--- config.mk ---
export PLATFORM = sky130hd
export DESIGN_NAME = fetch_unit
export DESIGN_NICKNAME = d
export VERILOG_FILES = /design/src/rtl/fetch_unit_pkg.sv /design/src/rtl/fetch_queue.sv /design/src/rtl/fetch_unit.sv
export SDC_FILE = /design/constraint.sdc
export NUM_CORES = 1
export LEC_CHECK = 0
export ABC_CLOCK_PERIOD_IN_PS = 16930
export CELL_PAD_IN_SITES_DETAIL_PLACEMENT = 1
export CELL_PAD_IN_SITES_GLOBAL_PLACEMENT = 2
export CORE_MARGIN = 4
export CORE_UTILIZATION = 43
export DETAILED_ROUTE_END_ITERATION = 10
export PLACE_DENSITY_LB_ADDON = 0.25
export SLEW_MARGIN = 20
export SYNTH_ARGS = -nofsm -noshare
export SYNTH_HDL_FRONTEND = slang
export SYNTH_SLANG_ARGS = --single-unit
--- constraint.sdc ---
create_clock -name clk -period 16.93 [get_ports clk]
set_clock_uncertainty 0.05 [all_clocks]
set_input_delay 3.386 -clock clk [delete_from_list [all_inputs] [get_ports clk]]
set_output_delay 3.386 -clock clk [all_outputs]
set_load 0.01 [all_outputs]
--- src/rtl/fetch_unit_pkg.sv ---
// rtl/fetch_unit_pkg.sv - shared types and constants for the fetch stage
package fetch_unit_pkg;

    // Bytes per instruction word; the fetch PC advances by this amount
    localparam int SIZE_WORD = 4;

    localparam int INST_WIDTH = 32;

    localparam logic [31:0] RESET_PC_DEFAULT = 32'h0000_0000;

    // IDLE: nothing outstanding, WAIT: one request outstanding,
    // DROP: the outstanding response belongs to a flushed path
    typedef enum logic [1:0] {
        ST_IDLE = 2'd0,
        ST_WAIT = 2'd1,
        ST_DROP = 2'd2
    } fetch_state_t;

endpackage

--- src/rtl/fetch_queue.sv ---
// rtl/fetch_queue.sv - synchronous FIFO of {pc, inst} pairs with flush
module fetch_queue #(
    parameter int DEPTH = 4,
    parameter int WIDTH = 64,
    localparam int PTR_W = $clog2(DEPTH),
    localparam int CNT_W = PTR_W + 1
) (
    input  logic             clk,
    input  logic             rst,
    input  logic             flush,
    input  logic             push,
    input  logic [WIDTH-1:0] push_data,
    input  logic             pop,
    output logic [WIDTH-1:0] head_data,
    output logic [CNT_W-1:0] count
);

    logic [WIDTH-1:0] mem [DEPTH];
    logic [PTR_W-1:0] rd_ptr;
    logic [PTR_W-1:0] wr_ptr;
    logic             do_push;
    logic             do_pop;

    // Guard against pops of an empty queue and pushes into a full one
    always_comb begin
        do_pop  = pop && (count != '0);
        do_push = push && ((count != CNT_W'(DEPTH)) || do_pop);
    end

    assign head_data = mem[rd_ptr];

    // Pointer, count and storage update; flush discards everything at once
    always_ff @(posedge clk or posedge rst) begin
        if (rst) begin
            rd_ptr <= '0;
            wr_ptr <= '0;
            count  <= '0;
            for (int i = 0; i < DEPTH; i++) begin
                mem[i] <= '0;
            end
        end else if (flush) begin
            rd_ptr <= '0;
            wr_ptr <= '0;
            count  <= '0;
        end else begin
            if (do_push) begin
                mem[wr_ptr] <= push_data;
                wr_ptr      <= wr_ptr + 1'b1;
            end
            if (do_pop) begin
                rd_ptr <= rd_ptr + 1'b1;
            end
            case ({do_push, do_pop})
                2'b10:   count <= count + 1'b1;
                2'b01:   count <= count - 1'b1;
                default: count <= count;
            endcase
        end
    end

endmodule

--- src/rtl/fetch_unit.sv ---
// rtl/fetch_unit.sv - multi-cycle instruction fetch stage with redirect flush
module fetch_unit
    import fetch_unit_pkg::*;
#(
    parameter int                      ADDRESS_BITS = 32,
    parameter logic [ADDRESS_BITS-1:0] RESET_PC     = ADDRESS_BITS'(RESET_PC_DEFAULT),
    parameter int                      QUEUE_DEPTH  = 4
) (
    input  logic                    clk,
    input  logic                    rst,
    output logic                    imem_req_valid,
    output logic [ADDRESS_BITS-1:0] imem_req_addr,
    input  logic                    imem_req_ready,
    input  logic                    imem_resp_valid,
    input  logic [INST_WIDTH-1:0]   imem_resp_data,
    output logic                    if_valid,
    output logic [ADDRESS_BITS-1:0] if_pc,
    output logic [INST_WIDTH-1:0]   if_inst,
    input  logic                    id_ready,
    input  logic                    redirect_valid,
    input  logic [ADDRESS_BITS-1:0] redirect_pc,
    input  logic                    halt,
    output logic                    fetch_fault
);

    localparam int CNT_W   = $clog2(QUEUE_DEPTH) + 1;
    localparam int ENTRY_W = ADDRESS_BITS + INST_WIDTH;

    fetch_state_t            state;
    logic [ADDRESS_BITS-1:0] fetch_pc;
    logic [ADDRESS_BITS-1:0] req_pc;
    logic [CNT_W-1:0]        count;
    logic [ENTRY_W-1:0]      head_data;
    logic                    req_fire;
    logic                    q_push;
    logic                    q_pop;

    // Request only when idle and a queue slot is guaranteed for the response
    always_comb begin
        imem_req_valid = !rst && (state == ST_IDLE) && !halt && !fetch_fault &&
                         !redirect_valid && (count < CNT_W'(QUEUE_DEPTH));
        imem_req_addr  = fetch_pc;
        req_fire       = imem_req_valid && imem_req_ready;
        q_push         = (state == ST_WAIT) && imem_resp_valid && !redirect_valid;
        q_pop          = if_valid && id_ready && !redirect_valid;
    end

    // Fetch FSM: owns the PC, tracks the outstanding request, handles redirects
    always_ff @(posedge clk or posedge rst) begin
        if (rst) begin
            state       <= ST_IDLE;
            fetch_pc    <= RESET_PC;
            req_pc      <= '0;
            fetch_fault <= 1'b0;
        end else if (redirect_valid) begin
            fetch_pc <= redirect_pc;
            if (redirect_pc[1:0] != 2'b00) begin
                fetch_fault <= 1'b1;
            end
            // An in-flight response is stale; drop it whenever it shows up
            case (state)
                ST_WAIT: state <= imem_resp_valid ? ST_IDLE : ST_DROP;
                ST_DROP: state <= imem_resp_valid ? ST_IDLE : ST_DROP;
                default: state <= ST_IDLE;
            endcase
        end else begin
            case (state)
                ST_IDLE: begin
                    if (req_fire) begin
                        req_pc   <= fetch_pc;
                        fetch_pc <= fetch_pc + ADDRESS_BITS'(SIZE_WORD);
                        state    <= ST_WAIT;
                    end
                end
                ST_WAIT: begin
                    if (imem_resp_valid) begin
                        state <= ST_IDLE;
                    end
                end
                ST_DROP: begin
                    if (imem_resp_valid) begin
                        state <= ST_IDLE;
                    end
                end
                default: state <= ST_IDLE;
            endcase
        end
    end

    fetch_queue #(
        .DEPTH (QUEUE_DEPTH),
        .WIDTH (ENTRY_W)
    ) u_queue (
        .clk       (clk),
        .rst       (rst),
        .flush     (redirect_valid),
        .push      (q_push),
        .push_data ({req_pc, imem_resp_data}),
        .pop       (q_pop),
        .head_data (head_data),
        .count     (count)
    );

    assign if_valid = (count != '0);
    assign if_pc    = head_data[ENTRY_W-1:INST_WIDTH];
    assign if_inst  = head_data[INST_WIDTH-1:0];

endmodule

==> impl_metrics.tcl <==
set metrics [dict create \
    outcome "completed" \
    timing.rr.start "state[1]" \
    die_x_um 193 \
    cts.sinks 330 \
    async_flop_share_pct 100 \
    hold_viol 0 \
    p_leak_nw 8.66 \
    endpoint_kind "primary output" \
    synth.net_count 1112 \
    die_y_um 193 \
    avgSynthCellArea_um2 14.3 \
    cts_tree "built" \
    clkPwrFrac_pct 47.5 \
    clkTransAtPathRegs_ns 0.06 \
    critPathKind "in2out" \
    required_ns 13.49 \
    netlist_area_mm2 0.0148 \
    ys_warn_count 0 \
    p_seq_share_pct 47.7 \
    maxCapViolations 0 \
    drt_first_pass_iters 4 \
    critPathLaunchType "input pin" \
    cts_root_buf "clkbuf_16" \
    gp_congestion 0.743 \
    die-area_mm2 0.0374 \
    ys_types 59 \
    drc 0 \
    io_buffers 169 \
    nets 1270 \
    area_growth_pct 22.2 \
    ir_worst_vdd_uv 52.0 \
    fmax_mhz 119 \
    clk_path_buf_depth 3 \
    boundaryPins 170 \
    dp_hpwl_mm 21.9 \
    rsz0062_at_grt "no" \
    pwr_density_cell_mw_per_mm2 95.1 \
    arrival_ns 4.99 \
    post-route-period-util_pct 49.8 \
    min_period_ns 8.43 \
    min_from "u_queue.mem[206]" \
    vias_per_cell 5.45 \
    yosysSeqAreaShare_pct 55.9 \
    drt_iter0_markers 398 \
    worst_pin_slew_ns 1.10 \
    final_area_mm2 0.0180 \
    grt_usage_pct 19.2 \
    fin_setup_tns_ns 0 \
    ant_nets 0 \
    insertion_delay_ns 0.51 \
    routedWlPerCell_um 21.3 \
    drv_slew 0 \
    ctsHoldBuffers 0 \
    switching_share_pct 22.1 \
    synth_edf_count 0 \
    hp-class "reg2reg" \
    startpoint "rst" \
    post_dp_cell_area_mm2 0.0168 \
    syn_inst 1033 \
    initial_core_util_pct 43.8 \
    htree_num_levels 2 \
    final_util_pct 53.5 \
    overflow 0 \
    rows 67 \
    ys_ff_latch 330 \
    wl_mm 35.6 \
    ys.flop_type "dfrtp_1" \
    timing.slew.headroom_pct 26.3 \
    finalSetupViolCount 0 \
    pwr-share-comb_pct 4.8 \
    power_mw 1.72 \
    grt_pass1_wl_mm 58.4 \
    cts_buffers 38 \
    core_mm2 0.0337 \
    cts-resized-gates 0 \
    post_cts_buffers 0 \
    antenna_found_initial 0 \
    grt_pass1_vias 10100 \
    intPower_mw 1.34 \
    crit_path_max_fanout 5 \
    grt_max_degree 119 \
    layout-drive-gt1-share_pct 14.3 \
    route.vias.total 9086 \
    p_sw_mw 0.379 \
]
cell type report:
cell class	instances	area, um2
timing repair buffer	182	1790
antenna	1	2.50
clock inverter	16	160
clock buffer	50	1090
multi-input combinational	629	6130
tap	448	561
sequential	330	8270
fill	3344	15700
inverter	10	45.0
placed cells by master (no fill, tap or decap), types with 4 or more instances in the layout:
cell type        synthesis  layout
xor2_1                   6       6
clkbuf_1                14       6
and3_1                  11       7
ha_1                     7       7
inv_1                    9       8
o21ai_1                 11      11
clkdlybuf4s50_1          0     168
mux4_2                  64      64
mux2_2                  18      18
buf_4                   26      12
o211ai_1                 9       9
dfrtp_1                330     328
or3_1                    5       5
mux2i_1                  4       4
xnor2_1                  7       7
mux2_1                 240     240
nand3_1                 24      23
and3_4                   0       4
nor3_1                   5       5
o21ai_0                  8       8
clkbuf_16                0      41
nor2_1                  19      19
clkinv_2                 0      11
a31oi_1                  4       4
nand2_1                129     129
nand4_1                 10      10
registers in the layout (all words and copies together) (netlist names):
register and count:
fetch_fault 1, imem_req_addr 32, req_pc 32, state 2, u_queue.count 3, u_queue.mem 256
u_queue.rd_ptr 2, u_queue.wr_ptr 2
per-layer routing:
metal / wire length [um] / vias to the layer above / part of all wire, % / track usage, %
li1: - / 4072 / - / -
met2: 16800 / 191 / 47 / 31.1
met4: 547 / 0 / 1.5 / 3.70
met1: 16400 / 4783 / 46 / 27.3
met3: 1740 / 40 / 4.9 / 3.83
met5: 0 / - / 0 / 0
power groups by stage:
stage	clock [mW]	sequential [mW]	combinational [mW]
after CTS	0.841	0.818	0.0851
after detailed placement	0	0.832	0.0844
after floorplan	0	0.828	0.0338
final	0.815	0.818	0.0831
after global placement	0	0.831	0.0835
after global routing	0.876	0.820	0.0928
worst max-delay path: stages:
cell	delay (ns)
clkdlybuf4s50_1	0.54
nor4b_4	0.35
and2_1	0.18
clkdlybuf4s50_1	0.53
through the flow:
stage                     setup WS (ns)  hold slack [ns]  cells
after floorplan                    4.35            0.402   1033
after global placement             8.51            0.411   1599
after detailed placement           8.51            0.419   1599
after CTS                          8.50            0.432   1665
after global routing               8.45            0.441   1665
final                              8.50            0.430   1666
final timing paths:
path	to	slack, ns	cells past startpoint
max	imem_req_valid	8.50	4
min	u_queue.mem[206]	0.43	1
max reg2reg	u_queue.mem[62]	13.99	7
min reg2reg	u_queue.mem[206]	0.43	1
max in group asynchronous	u_queue.mem[140]	11.31	4
min in group asynchronous	imem_req_addr[10]	3.48	2
cell usage after synthesis (all sizes together), types with 2 or more instances:
library cell / count / area [um2]
nand2b: 3 / 18.8
o211ai: 9 / 67.6
o311ai: 2 / 17.5
ha: 7 / 87.6
and4: 2 / 17.5
mux4: 64 / 1440
a22oi: 3 / 22.5
and2: 2 / 12.5
and3: 11 / 68.8
or3: 5 / 31.3
nor2: 19 / 71.3
nand4: 11 / 83.8
nor3: 6 / 35.0
nand3: 26 / 140
xor2: 6 / 52.6
o21ai: 19 / 95.1
nor2b: 2 / 12.5
nand2: 129 / 484
xnor2: 7 / 61.3
buf: 49 / 305
a22o: 2 / 17.5
nor4: 3 / 55.1
a21oi: 3 / 15.0
a221o: 3 / 30.0
a31oi: 5 / 37.5
dfrtp: 330 / 8260
mux2i: 4 / 40.0
mux2: 258 / 2910
clkbuf: 15 / 57.6
inv: 10 / 37.5
cells by family (layout without fill, tap and decap cells):
family	after synthesis	count (layout)	synth area share [%]
other cells	0	1	0
xor+xnor	13	13	0.771
buf+inv	74	258	2.71
flops	330	330	55.9
compound gates	58	58	2.76
fa+ha+maj	8	8	0.729
simple gates	224	224	7.37
mux	326	326	29.7
Note: power is estimated with default switching activity, not from simulation.
